`src/rtl/mmm_pkg.sv`:
```
// mmm_pkg: shared front-end types and widths for the BTB and prediction tracking.
package mmm_pkg;
    localparam int XLEN   = 32;
    localparam int OFFSET = 2;

    typedef struct packed {
        logic [XLEN-1:0]        pc;
        logic [XLEN-OFFSET-1:0] target;
    } resolution_t;

    typedef struct packed {
        logic [XLEN-1:0]        pc;
        logic                   hit;
        logic [XLEN-OFFSET-1:0] target;
    } pred_entry_t;
endpackage

```
`src/rtl/branch_resolver_pred_fifo.sv`:
```
// pred_fifo: in-order queue of predictions with synchronous clear and occupancy count.
module pred_fifo
    import mmm_pkg::*;
#(
    parameter int DEPTH = 8
) (
    input  logic                       clk_i,
    input  logic                       rst_i,
    input  logic                       clr_i,
    input  logic                       push_i,
    input  logic                       pop_i,
    input  pred_entry_t                wdata_i,
    output pred_entry_t                rdata_o,
    output logic [$clog2(DEPTH):0]     count_o
);
    localparam int AW = $clog2(DEPTH);
    localparam int CW = AW + 1;

    pred_entry_t   mem [DEPTH];
    logic [AW-1:0] wr_ptr, rd_ptr;
    logic          do_push, do_pop;

    assign do_push = push_i && (count_o != CW'(DEPTH));
    assign do_pop  = pop_i && (count_o != '0);
    assign rdata_o = mem[rd_ptr];

    always_ff @(posedge clk_i) begin
        if (do_push && !clr_i && !rst_i)
            mem[wr_ptr] <= wdata_i;
    end

    // Pointers wrap naturally because DEPTH is a power of two.
    always_ff @(posedge clk_i) begin
        if (rst_i || clr_i) begin
            wr_ptr  <= '0;
            rd_ptr  <= '0;
            count_o <= '0;
        end else begin
            if (do_push) wr_ptr <= wr_ptr + 1'b1;
            if (do_pop)  rd_ptr <= rd_ptr + 1'b1;
            count_o <= count_o + CW'(do_push) - CW'(do_pop);
        end
    end
endmodule

```
`src/rtl/branch_resolver.sv`:
```
// branch_resolver: tracks in-flight predictions and resolves them against execute outcomes,
// producing registered BTB updates and front-end redirects.
module branch_resolver
    import mmm_pkg::*;
#(
    parameter int DEPTH = 8
) (
    input  logic                      clk_i,
    input  logic                      rst_i,
    input  logic                      flush_i,
    input  logic                      pred_valid_i,
    output logic                      pred_ready_o,
    input  logic [XLEN-1:0]           pred_pc_i,
    input  logic                      pred_hit_i,
    input  logic [XLEN-OFFSET-1:0]    pred_target_i,
    input  logic                      exec_valid_i,
    output logic                      exec_ready_o,
    input  logic                      exec_taken_i,
    input  logic [XLEN-1:0]           exec_target_i,
    output logic                      res_valid_o,
    output logic                      del_entry_o,
    output resolution_t               res_o,
    output logic                      mispredict_o,
    output logic [XLEN-1:0]           redirect_pc_o,
    output logic [$clog2(DEPTH):0]    count_o
);
    localparam int CW = $clog2(DEPTH) + 1;

    pred_entry_t            head;
    logic                   push, pop, resolve, mispred;
    logic [XLEN-OFFSET-1:0] ttgt;

    assign pred_ready_o = count_o != CW'(DEPTH);
    assign exec_ready_o = count_o != '0;
    assign push         = pred_valid_i && pred_ready_o;
    assign pop          = exec_valid_i && exec_ready_o;
    assign resolve      = pop && !flush_i;
    assign ttgt         = exec_target_i[XLEN-1:OFFSET];
    assign mispred      = (head.hit != exec_taken_i) || (head.hit && exec_taken_i && head.target != ttgt);

    // A mispredict squashes every younger entry, including a same-cycle push.
    pred_fifo #(.DEPTH(DEPTH)) u_fifo (
        .clk_i   (clk_i),
        .rst_i   (rst_i),
        .clr_i   (flush_i || (pop && mispred)),
        .push_i  (push),
        .pop_i   (pop),
        .wdata_i ('{pc: pred_pc_i, hit: pred_hit_i, target: pred_target_i}),
        .rdata_o (head),
        .count_o (count_o)
    );

    always_ff @(posedge clk_i) begin
        if (rst_i) begin
            res_valid_o   <= 1'b0;
            del_entry_o   <= 1'b0;
            mispredict_o  <= 1'b0;
            res_o         <= '0;
            redirect_pc_o <= '0;
        end else begin
            res_valid_o  <= resolve && (exec_taken_i || head.hit);
            del_entry_o  <= resolve && !exec_taken_i && head.hit;
            mispredict_o <= resolve && mispred;
            if (resolve) begin
                res_o         <= '{pc: head.pc, target: ttgt};
                redirect_pc_o <= exec_taken_i ? exec_target_i : head.pc + XLEN'(1 << OFFSET);
            end
        end
    end
endmodule

```
`config.mk`:
```
export PLATFORM = sky130hd
export DESIGN_NAME = branch_resolver
export DESIGN_NICKNAME = d
export VERILOG_FILES = /design/src/rtl/mmm_pkg.sv /design/src/rtl/branch_resolver_pred_fifo.sv /design/src/rtl/branch_resolver.sv
export SDC_FILE = /design/constraint.sdc
export NUM_CORES = 1
export LEC_CHECK = 0
export CAP_MARGIN = 20
export CORE_MARGIN = 5
export CORE_UTILIZATION = 45
export DETAILED_ROUTE_END_ITERATION = 7
export GPL_ROUTABILITY_DRIVEN = 0
export SYNTH_ARGS = -nofsm -noshare
export SYNTH_HDL_FRONTEND = slang
export SYNTH_HIERARCHICAL = 1
export SYNTH_SLANG_ARGS = --single-unit
```
`constraint.sdc`:
```
create_clock -name clk_i -period 17.54 [get_ports clk_i]
set_input_delay 2.631 -clock clk_i [delete_from_list [all_inputs] [get_ports clk_i]]
set_output_delay 2.631 -clock clk_i [all_outputs]
set_load 0.1 [all_outputs]
```
==> results of run 1 <==
cell type report:
type	instances	area, um^2
Antenna cell	4	10.0
Clock buffer	101	2040
Clock inverter	22	239
Fill cell	4221	24300
Inverter	12	45.0
Multi-Input combinational cell	687	6470
Sequential cell	614	17300
Tap cell	696	871
Timing Repair Buffer	225	2210
flip-flops by register name, summed over array words and instances, names as in the netlist, named ones only:
| signal | flops |
|---|---|
| u_fifo/count_o | 4 |
| res_valid_o | 1 |
| mispredict_o | 1 |
| del_entry_o | 1 |
| u_fifo/mem | 504 |
| u_fifo/rd_ptr | 3 |
| res_o | 62 |
| redirect_pc_o | 32 |
| u_fifo/wr_ptr | 3 |
power by group through the flow:
stage	Sequential (W)	Clock (W)	Combinational, W
3_5_place_dp	0.00163	0	0.000194
6_report	0.00160	0.00144	0.000194
4_1_cts	0.00160	0.00147	0.000195
5_1_grt	0.00160	0.00153	0.000205
2_1_floorplan	0.00168	0	0.0000572
3_3_place_gp	0.00163	0	0.000192
worst max-delay path by stage:
stage	from	end	cells after the start
finish	exec_target_i[13]	u_fifo/mem[0][35]$_DFFE_PP_	10
global route	register	u_fifo/mem[0][32]$_DFFE_PP_	12
CTS	exec_target_i[13]	u_fifo/mem[0][28]$_DFFE_PP_	10
detailed placement	exec_target_i[13]	u_fifo/mem[0][37]$_DFFE_PP_	10
global placement	exec_target_i[5]	u_fifo/mem[0][39]$_DFFE_PP_	10
floorplan	exec_taken_i	u_fifo/mem[0][0]$_DFFE_PP_	9
worst reg2reg max path, stage by stage (launching register included):
cell and delay, ns:
dfxtp_4 0.66, buf_4 0.86, mux4_2 0.64, mux2_2 0.31, xor2_1 0.19, nor4_1 0.36, nand4_1 0.19, nor4_1 0.34
o21ai_0 0.40, nor2_1 0.73, nand4b_1 0.47, nor3_2 0.93, buf_4 0.87
stage by stage:
stage	std cells	cell area [um^2]	worst slack (ns)	hold WS [ns]	power, W
after global routing	2359	29200	9.63	0.474	0.00333
after detailed placement	2233	26900	9.28	0.447	0.00182
after floorplan	1388	24200	8.46	0.455	0.00174
after global placement	2233	26900	9.50	0.441	0.00182
after CTS	2356	29200	9.88	0.455	0.00326
final	2361	29200	9.86	0.454	0.00323
metal layers:
layer  vias up  part of all wire (%)  GRT usage, %
met5         -                 0.021             0
met2       479                    46          31.7
met1      6725                    43          29.3
met4         2                   2.4          6.33
li1       5858                     -             -
met3        87                   8.2          5.13
cells in the mapped netlist (13+ instances only):
cell,n
edfxtp_1,504
nand3_1,17
xnor2_1,33
xor2_1,23
a21oi_1,85
and3_1,13
dfxtp_1,110
mux2i_1,13
clkbuf_1,44
nor2_1,20
nand2_1,168
mux4_2,126
buf_2,23
mux2_2,63
o21ai_0,14
cells by family after synthesis:
family / after synthesis / synth area share, %
DFF: 614 / 71.7
muxes: 202 / 15.2
and+or+nand+nor: 281 / 5.48
adders and majority gates: 11 / 0.601
buffers and inverters: 87 / 1.77
xor gates and xnor gates: 56 / 2.03
AOI/OAI and AO/OA: 137 / 3.17
==> key figures, run 1 <==
Run status
  • Status: complete, no violations

STA
  • Tightest Pin Transition: 1.10 ns
  • Period utilization: 43.8%
  • Final min period: 7.68 ns
  • RSZ-0062 raised after global routing: false
  • Slew Viols, Final: 0
  • Fin. Hold Viols: 0
  • Final setup vio count: 0
  • Slew margin rel.: 26.4%
  • Setup TNS: 0 ns
  • Skew final: 0.0244 ns
  • Max Clk Rate: 130 MHz

Yosys
  • Post-synth ARST share: 0%
  • #FFs+latches synth: 614
  • Synth warn: 6
  • Post-synth top area cell: edfxtp_1
  • Top FF cell, synth: edfxtp_1
  • Post-synth net total: 1,500
  • Register area share after synthesis: 71.7%
  • Post-Synthesis Cell Area: 24,200 um^2
  • Mapped Cells: 1,388
  • Largest cells by area after synthesis: edfxtp_1, mux4_2, dfxtp_1, mux2_2, nand2_1
  • Synth Area per Inst: 17.4 um^2
  • Share of the synthesized area in the top cell type: 62.6%
  • Distinct cell type count after synthesis: 46
  • Post-synth EDFFs: 504

Worst setup path
  • CP max stage delay: 0.92 ns
  • R2R Setup Slk: 10.16 ns
  • Delay-heaviest family, CP: simple AND/OR/NAND/NOR gates
  • Cell Chain, Critical Path: clkdlybuf4s50_1, xor2_1, nor4_1, nand4_1, nor4_1, o21ai_0, nor2_1, nand4b_1, nor3_2, buf_4
  • Worst Path Arrival: 7.88 ns
  • Critical Path Sink Type: register
  • Most frequent CP cell: nor4_1
  • Crit path launch type: input pin
  • Reg2Reg Capture Point: u_fifo/mem[0][35]$_DFFE_PP_
  • Critical path data required time: 17.74 ns
  • CP Class: in -> reg
  • Slowest CP cell: nor3_2
  • Worst Reg2Reg Path Length in Cells: 12
  • Crit-path max FO: 53
  • Buf+Inv Stages, Crit Path: 2

Layout
  • Final nets: 1,719
  • Area grow syn2layout: 21.0%
  • Commonest non-fill, non-tap cell in the layout: edfxtp_1
  • Most frequent cells in the layout: edfxtp_1, clkdlybuf4s50_1, nand2_1
  • Share of layout cells above drive strength 1: 20.2%
  • Final core utilization: 54.7%

Floorplanning
  • Die Y: 242 um
  • Die X: 242 um
  • Full die area: 58,400 um^2
  • Initial Utilization: 45.2%
  • # IOs: 204
  • Row cnt: 85
  • Core Box Area: 53,500 um^2

Global routing
  • Total GRT Usage: 20.6%
  • Pin count of the biggest net entering global routing: 97
  • Vias in the first global route: 13,398
  • First-pass GRT wire length: 89.8 mm
  • Initial antenna violation count: 5
  • Grt total ovfl: 0

Hold path
  • Hold Crit Depth: 2
  • Worst Hold Endpoint: res_o[39]$_SDFFE_PP0N_
  • Hold WC Path Type: reg -> reg
  • Hold_sp: res_o[39]$_SDFFE_PP0N_

Drt
  • Via density: 5.57
  • DRC Markers: 0
  • Routed Antenna Nets: 0
  • Drt pass-1 iters: 5
  • Vias: 13,151
  • DRT iter0 DRCs: 1,247
  • Avg WL per Cell: 25.8 um
  • WL final: 60.8 mm

Power
  • Reg power frac: 49.5%
  • Pwr/cell area: 110 nW/um^2
  • Psw: 0.000697 W
  • Int Power: 0.00253 W
  • Comb pwr share: 6.0%
  • Clock network power share: 44.5%
  • Switch share: 21.6%
  • Lkg Pwr: 9.18 nW
  • Max VDD drop: 72.2 uV

Clock tree
  • Worst-Skew Late Latency: 0.59 ns
  • CTS Hold Bufs: 0
  • Clk sinks: 614
  • H-tree Lvls: 3
  • Number of CTS-inserted buffers: 67
  • Worst-path clk slew: 0.06 ns
  • Post_cts resized: 0
  • Deepest clock path buffer count: 3
  • Buffer count from post-CTS setup fixing: 0
  • CTS root buf: clkbuf_16
  • TritonCTS clock tree: done

Job
  • # Max-Cap Violations: 0

Place
  • HPWL after DPL: 38.2 mm
  • Port Buffers: 203
No activity file was read; power rests on OpenSTA's default activity.
==> run 2: changes to the inputs <==
- clock period: 17.54 -> 7.6 ns (I/O delays scaled with it)
==> run 2 against run 1 <==
Clock-buffer cell count is 3 lower. Clock power is 130% higher. Setup slack worse by 8.2 ns. Critical path depth is 2 higher. Global-route usage is 0.11 points higher. Critical endpoint is now u_fifo/mem[2][33]$_DFFE_PP_.
==> key figures, run 2 (same netlist as run 1, synthesis figures left out) <==
Drt
  • DRC Markers: 0 (unchanged)
  • Avg WL per Cell: 25.8 um (about the same)
  • Drt pass-1 iters: 5 (unchanged)
  • DRT iter0 DRCs: 1,289 (+3.4%)
  • Vias: 13,237 (+0.65%)
  • Via density: 5.61 (+0.65%)
  • Routed Antenna Nets: 0 (unchanged)
  • WL final: 60.9 mm (about the same)

Layout
  • Largest register FFs: 504 (unchanged)
  • Most frequent cells in the layout: edfxtp_1, clkdlybuf4s50_1, nand2_1
  • Commonest non-fill, non-tap cell in the layout: edfxtp_1
  • Final core utilization: 54.8% (+0.12 points)
  • Area grow syn2layout: 21.3%
  • Biggest regs: u_fifo/mem (504), res_o (62), redirect_pc_o (32)
  • Share of layout cells above drive strength 1: 20.3% (+0.14 points)
  • Final nets: 1,724 (+0.29%)
  • Largest Register: u_fifo/mem

STA
  • Slew Viols, Final: 0 (unchanged)
  • Skew final: 0.0222 ns (-0.00213 ns)
  • Slew margin rel.: 28.1% (+1.7 points)
  • Min setup slack post-route: 1.68 ns (-8.18 ns)
  • Setup TNS: 0 ns (unchanged)
  • Final setup vio count: 0 (unchanged)
  • Period utilization: 77.9%
  • Max Clk Rate: 169 MHz
  • Tightest Pin Transition: 1.08 ns (-0.0225 ns)
  • Fin. Hold Viols: 0 (unchanged)
  • RSZ-0062 raised after global routing: false
  • Final min period: 5.92 ns

Hold path
  • Hold_sp: res_o[17]$_SDFFE_PP0N_
  • Hold Crit Depth: 2 (unchanged)
  • Hold WC Path Type: reg -> reg

Global routing
  • Pin count of the biggest net entering global routing: 90 (-7.2%)
  • First-pass GRT wire length: 90.7 mm (+1.0%)
  • Initial antenna violation count: 1 (-4)
  • Total GRT Usage: 20.7% (+0.11 points)
  • Vias in the first global route: 13,489 (+0.68%)
  • Grt total ovfl: 0 (unchanged)

Worst setup path
  • Critical path data required time: 7.80 ns (-9.94 ns)
  • Critical Path Sink Type: register
  • Slowest CP cell: dfxtp_4
  • Crit-path max FO: 44 (-17%)
  • Critical path depth: 12 (+2)
  • Delay-heaviest family, CP: simple AND/OR/NAND/NOR gates
  • Buf+Inv Stages, Crit Path: 2 (unchanged)
  • Worst Reg2Reg Path Length in Cells: 12 (unchanged)
  • Crit path launch type: register
  • Worst Path Arrival: 6.12 ns (-1.76 ns)
  • CP Class: reg -> reg
  • Cell Chain, Critical Path: mux4_2, mux2_2, xor2_1, nor4_1, nand4_1, nor4_1, o21ai_0, nor2_1, buf_4, nand4b_1, nor2_4, buf_4
  • CP max stage delay: 0.96 ns (+0.04 ns)

Power
  • Pwr/cell area: 252 nW/um^2 (+130%)
  • Lkg Pwr: 9.18 nW (about the same)
  • Comb pwr share: 6.1% (about the same)
  • Reg power frac: 49.9% (+0.4 points)
  • Switch share: 21.6% (about the same)
  • Psw: 0.00160 W (+130%)
  • Int Power: 0.00580 W (+130%)
  • Clock network power share: 43.9% (-0.6 points)
  • Max VDD drop: 138 uV (+91%)

Clock tree
  • Clk sinks: 614 (unchanged)
  • Worst-path clk slew: 0.06 ns (about the same)
  • Buffer count from post-CTS setup fixing: 0 (unchanged)
  • Number of CTS-inserted buffers: 66 (-1.5%)
  • CTS Hold Bufs: 0 (unchanged)
  • H-tree Lvls: 3 (unchanged)
  • Worst-Skew Late Latency: 0.59 ns (about the same)
  • Deepest clock path buffer count: 3 (unchanged)
  • Post_cts resized: 0 (unchanged)
  • TritonCTS clock tree: done
  • CTS root buf: clkbuf_16

Floorplanning
  • Die X: 242 um (unchanged)
  • # IOs: 204 (unchanged)
  • Initial Utilization: 45.2% (unchanged)
  • Full die area: 58,400 um^2 (unchanged)
  • Core Box Area: 53,500 um^2 (unchanged)
  • Die Y: 242 um (unchanged)
  • Row cnt: 85 (unchanged)

Place
  • Pre-CTS setup slack: 1.72 ns (-7.56 ns)
  • HPWL after DPL: 38.6 mm (+1.1%)
  • Port Buffers: 203 (unchanged)

Job
  • # Max-Cap Violations: 0 (unchanged)

Run status
  • Status: complete, no violations
## run 2: changes by cell type in the layout (fill, tap and decap cells not counted), sizes merged
cell      before  now
clkbuf       101   98
bufinv         5    6
clkinv        16   13
buf           23   29
clkinvlp       0    2
diode          4    1
## run 2: per-layer routing
| layer | vias up | part of all wire [%] | track usage (%) |
|---|---|---|---|
| met1 | 6847 | 44 | 29.8 |
| met4 | 2 | 2.0 | 5.45 |
| met5 | - | 0.025 | 0 |
| li1 | 5876 | - | - |
| met2 | 440 | 47 | 32.2 |
| met3 | 72 | 7.4 | 4.85 |
## run 2: final timing paths
check                           endpoint  slack (ns)
max          u_fifo/mem[2][33]$_DFFE_PP_        1.68
min               res_o[17]$_SDFFE_PP0N_        0.45
max reg2reg  u_fifo/mem[2][33]$_DFFE_PP_        1.68
min reg2reg       res_o[17]$_SDFFE_PP0N_        0.45
## run 2: worst min-delay path, cell delays in order, from the launching register on
cell and delay, ns:
dfxtp_1 0.30, nand2_1 0.05, a21oi_1 0.05
## run 2: power groups by stage
stage,clock network [W],logic [W],registers [W]
detailed placement,0,0.000456,0.00376
global placement,0,0.000453,0.00376
global route,0.00346,0.000478,0.00369
CTS,0.00332,0.000458,0.00369
floorplan,0,0.000132,0.00388
finish,0.00325,0.000454,0.00369
## run 2: final cells by class
class | instances | area (um^2)
clock buffer | 98 | 1950
inverter | 12 | 45.0
clock inverter | 22 | 264
tap | 696 | 871
antenna | 1 | 2.50
fill | 4153 | 24200
timing repair buffer | 231 | 2340
sequential | 614 | 17300
multi-input combinational | 687 | 6480
## run 2: per-stage QoR
step | total power (W) | hold WS, ns | cell area, um^2 | cells
after floorplan | 0.00401 | 0.455 | 24200 | 1388
after CTS | 0.00747 | 0.455 | 29300 | 2360
after global routing | 0.00763 | 0.470 | 29300 | 2360
final | 0.00739 | 0.451 | 29300 | 2361
after global placement | 0.00421 | 0.441 | 27100 | 2240
after detailed placement | 0.00422 | 0.446 | 27100 | 2240
==> run 3: changes to the inputs <==
- clock period: 7.6 -> 5.5 ns (I/O delays scaled with it)
==> run 3 against run 2 <==
Clock skew increased by 0.012 ns. Hold slack improved by 0.0026 ns. Via count increased by 0.94%. Global-route usage increased by 0.36 points. Maximum frequency increased by 23%. Largest cell class unchanged. Final cell count increased by 0.38%. Register-to-register slack got worse by 1.0 ns.
==> key figures, run 3 (same netlist as run 1, synthesis figures left out) <==
Run status
  • Status: complete, no violations

Global routing
  • Grt total ovfl: 0 (unchanged)
  • Pin count of the biggest net entering global routing: 90 (unchanged)
  • Total GRT Usage: 21.0% (+0.36 points)
  • Initial antenna violation count: 2 (+1)
  • First-pass GRT wire length: 92.2 mm (+1.6%)
  • Vias in the first global route: 13,558 (+0.51%)

STA
  • Slew Viols, Final: 0 (unchanged)
  • Min setup slack post-route: 0.678 ns (-1.00 ns)
  • Tightest Pin Transition: 1.09 ns (+0.0140 ns)
  • RSZ-0062 raised after global routing: false
  • Max Clk Rate: 207 MHz (+23%)
  • Skew final: 0.0343 ns (+0.0121 ns)
  • Slew margin rel.: 27.2% (-0.93 points)
  • Fin. Hold Viols: 0 (unchanged)
  • Final min period: 4.82 ns (-1.10 ns)
  • Final setup vio count: 0 (unchanged)
  • Period utilization: 87.7% (+9.8 points)

Drt
  • Via density: 5.64 (+0.56%)
  • WL final: 62.2 mm (+2.1%)
  • Vias: 13,362 (+0.94%)
  • DRC Markers: 0 (unchanged)
  • Routed Antenna Nets: 0 (unchanged)
  • Avg WL per Cell: 26.2 um (+1.7%)
  • DRT iter0 DRCs: 1,109 (-14%)
  • Drt pass-1 iters: 5 (unchanged)

Layout
  • Area grow syn2layout: 22.1%
  • # diodes: 0 (-1)
  • Final nets: 1,733 (+0.52%)
  • Filler Cell Count: 4,148 (-0.12%)
  • Commonest non-fill, non-tap cell in the layout: edfxtp_1
  • Share of layout cells above drive strength 1: 20.6% (+0.30 points)
  • Largest Register: u_fifo/mem
  • Biggest regs: u_fifo/mem (504), res_o (62), redirect_pc_o (32)
  • Final instance area: 29,500 um^2 (+0.67%)
  • Most frequent cells in the layout: edfxtp_1, clkdlybuf4s50_1, nand2_1
  • Largest register FFs: 504 (unchanged)
  • Finished Layout Cells: 2,370 (+0.38%)

Floorplanning
  • Die Y: 242 um (unchanged)
  • Full die area: 58,400 um^2 (unchanged)
  • Row cnt: 85 (unchanged)
  • Initial Utilization: 45.2% (unchanged)
  • # IOs: 204 (unchanged)
  • Core Box Area: 53,500 um^2 (unchanged)
  • Die X: 242 um (unchanged)

Worst setup path
  • Worst Path Arrival: 5.03 ns (-1.09 ns)
  • CP Class: reg -> reg
  • Crit-path max FO: 63 (+43%)
  • Critical Path Sink Type: register
  • Crit path launch type: register
  • Critical path data required time: 5.71 ns (-2.09 ns)

Clock tree
  • Worst-path clk slew: 0.06 ns (about the same)
  • Clk sinks: 614 (unchanged)
  • CTS Hold Bufs: 0 (unchanged)
  • Number of CTS-inserted buffers: 67 (+1.5%)
  • H-tree Lvls: 3 (unchanged)
  • TritonCTS clock tree: done
  • Buffer count from post-CTS setup fixing: 0 (unchanged)
  • CTS root buf: clkbuf_16
  • Deepest clock path buffer count: 3 (unchanged)
  • Worst-Skew Late Latency: 0.60 ns (about the same)
  • Post_cts resized: 0 (unchanged)

Job
  • # Max-Cap Violations: 0 (unchanged)

Power
  • Lkg Pwr: 9.27 nW (+1.0%)
  • Max VDD drop: 177 uV (+28%)
  • Pwr/cell area: 352 nW/um^2 (+39%)

Place
  • Port Buffers: 203 (unchanged)
  • Placed insts: 2,248 (+0.36%)
  • Placement-stage cell area: 27,200 um^2 (+0.41%)
  • HPWL after DPL: 39.1 mm (+1.3%)
  • Pre-CTS setup slack: 0.698 ns (-1.02 ns)

Hold path
  • Hold WC Path Type: reg -> reg
  • Hold_sp: res_o[35]$_SDFFE_PP0N_
==> run 3: changes by cell type in the layout (fill, tap and decap cells not counted), moves of 2 or more <==
cell | previous run | this run
buf_4 | 21 | 25
clkbuf_1 | 19 | 16
clkinv_2 | 9 | 7
buf_12 | 8 | 12
bufinv_16 | 6 | 9
clkinv_1 | 4 | 10
==> run 3: power breakdown <==
part | leakage (nW) | internal (W) | switching (W)
logic | 2.72 | 0.000194 | 0.000436
clock network | 1.12 | 0.00289 | 0.00176
registers | 5.43 | 0.00507 | 0.0000243
==> run 3: routing by layer <==
layer | share of wire (%) | wire (um) | global-route usage (%)
met4 | 1.5 | 933 | 4.83
met2 | 48 | 29800 | 33.7
met5 | 0.034 | 21 | 0
met3 | 7.6 | 4750 | 4.75
met1 | 43 | 26700 | 29.9
==> run 3: final cells by class <==
cell class                      count  area (um^2)  share of cell area, %
Sequential cell                   614        17300                   58.8
Multi-Input combinational cell    687         6480                   22.0
Timing Repair Buffer              239         2450                   8.30
Inverter                           12         45.0                  0.153
Tap cell                          696          871                   2.95
Clock inverter                     28          359                   1.22
Clock buffer                       94         1940                   6.59
==> run 3: critical path, cell delays in order (launching register included) <==
cell,delay (ns)
dfxtp_4,0.60
buf_4,0.43
mux4_2,0.36
mux2_2,0.29
xor2_1,0.17
nor4_1,0.33
nand4_1,0.20
nor4_1,0.37
o21ai_0,0.15
buf_4,0.18
nor2_1,0.17
nand4_1,0.43
nor3_4,0.31
buf_12,0.38
==> run 3: worst paths after layout <==
path                                                     to  slack [ns]  cells after the start
worst max-delay path            u_fifo/mem[4][35]$_DFFE_PP_        0.68                     13
worst min-delay path                 res_o[35]$_SDFFE_PP0N_        0.45                      2
worst max register to register  u_fifo/mem[4][35]$_DFFE_PP_        0.68                     13
worst min register to register       res_o[35]$_SDFFE_PP0N_        0.45                      2
==> run 3: per-stage QoR <==
| stage | util (%) | total power, W | hold slack (ns) | setup TNS (ns) |
|---|---|---|---|---|
| after floorplan | - | 0.00555 | 0.455 | -264.04 |
| after global placement | 50.8 | 0.00582 | 0.442 | 0 |
| after detailed placement | 50.8 | 0.00583 | 0.447 | 0 |
| after CTS | 55.1 | 0.0105 | 0.456 | 0 |
| after global routing | 55.1 | 0.0107 | 0.473 | 0 |
| final | 55.1 | 0.0104 | 0.454 | 0 |
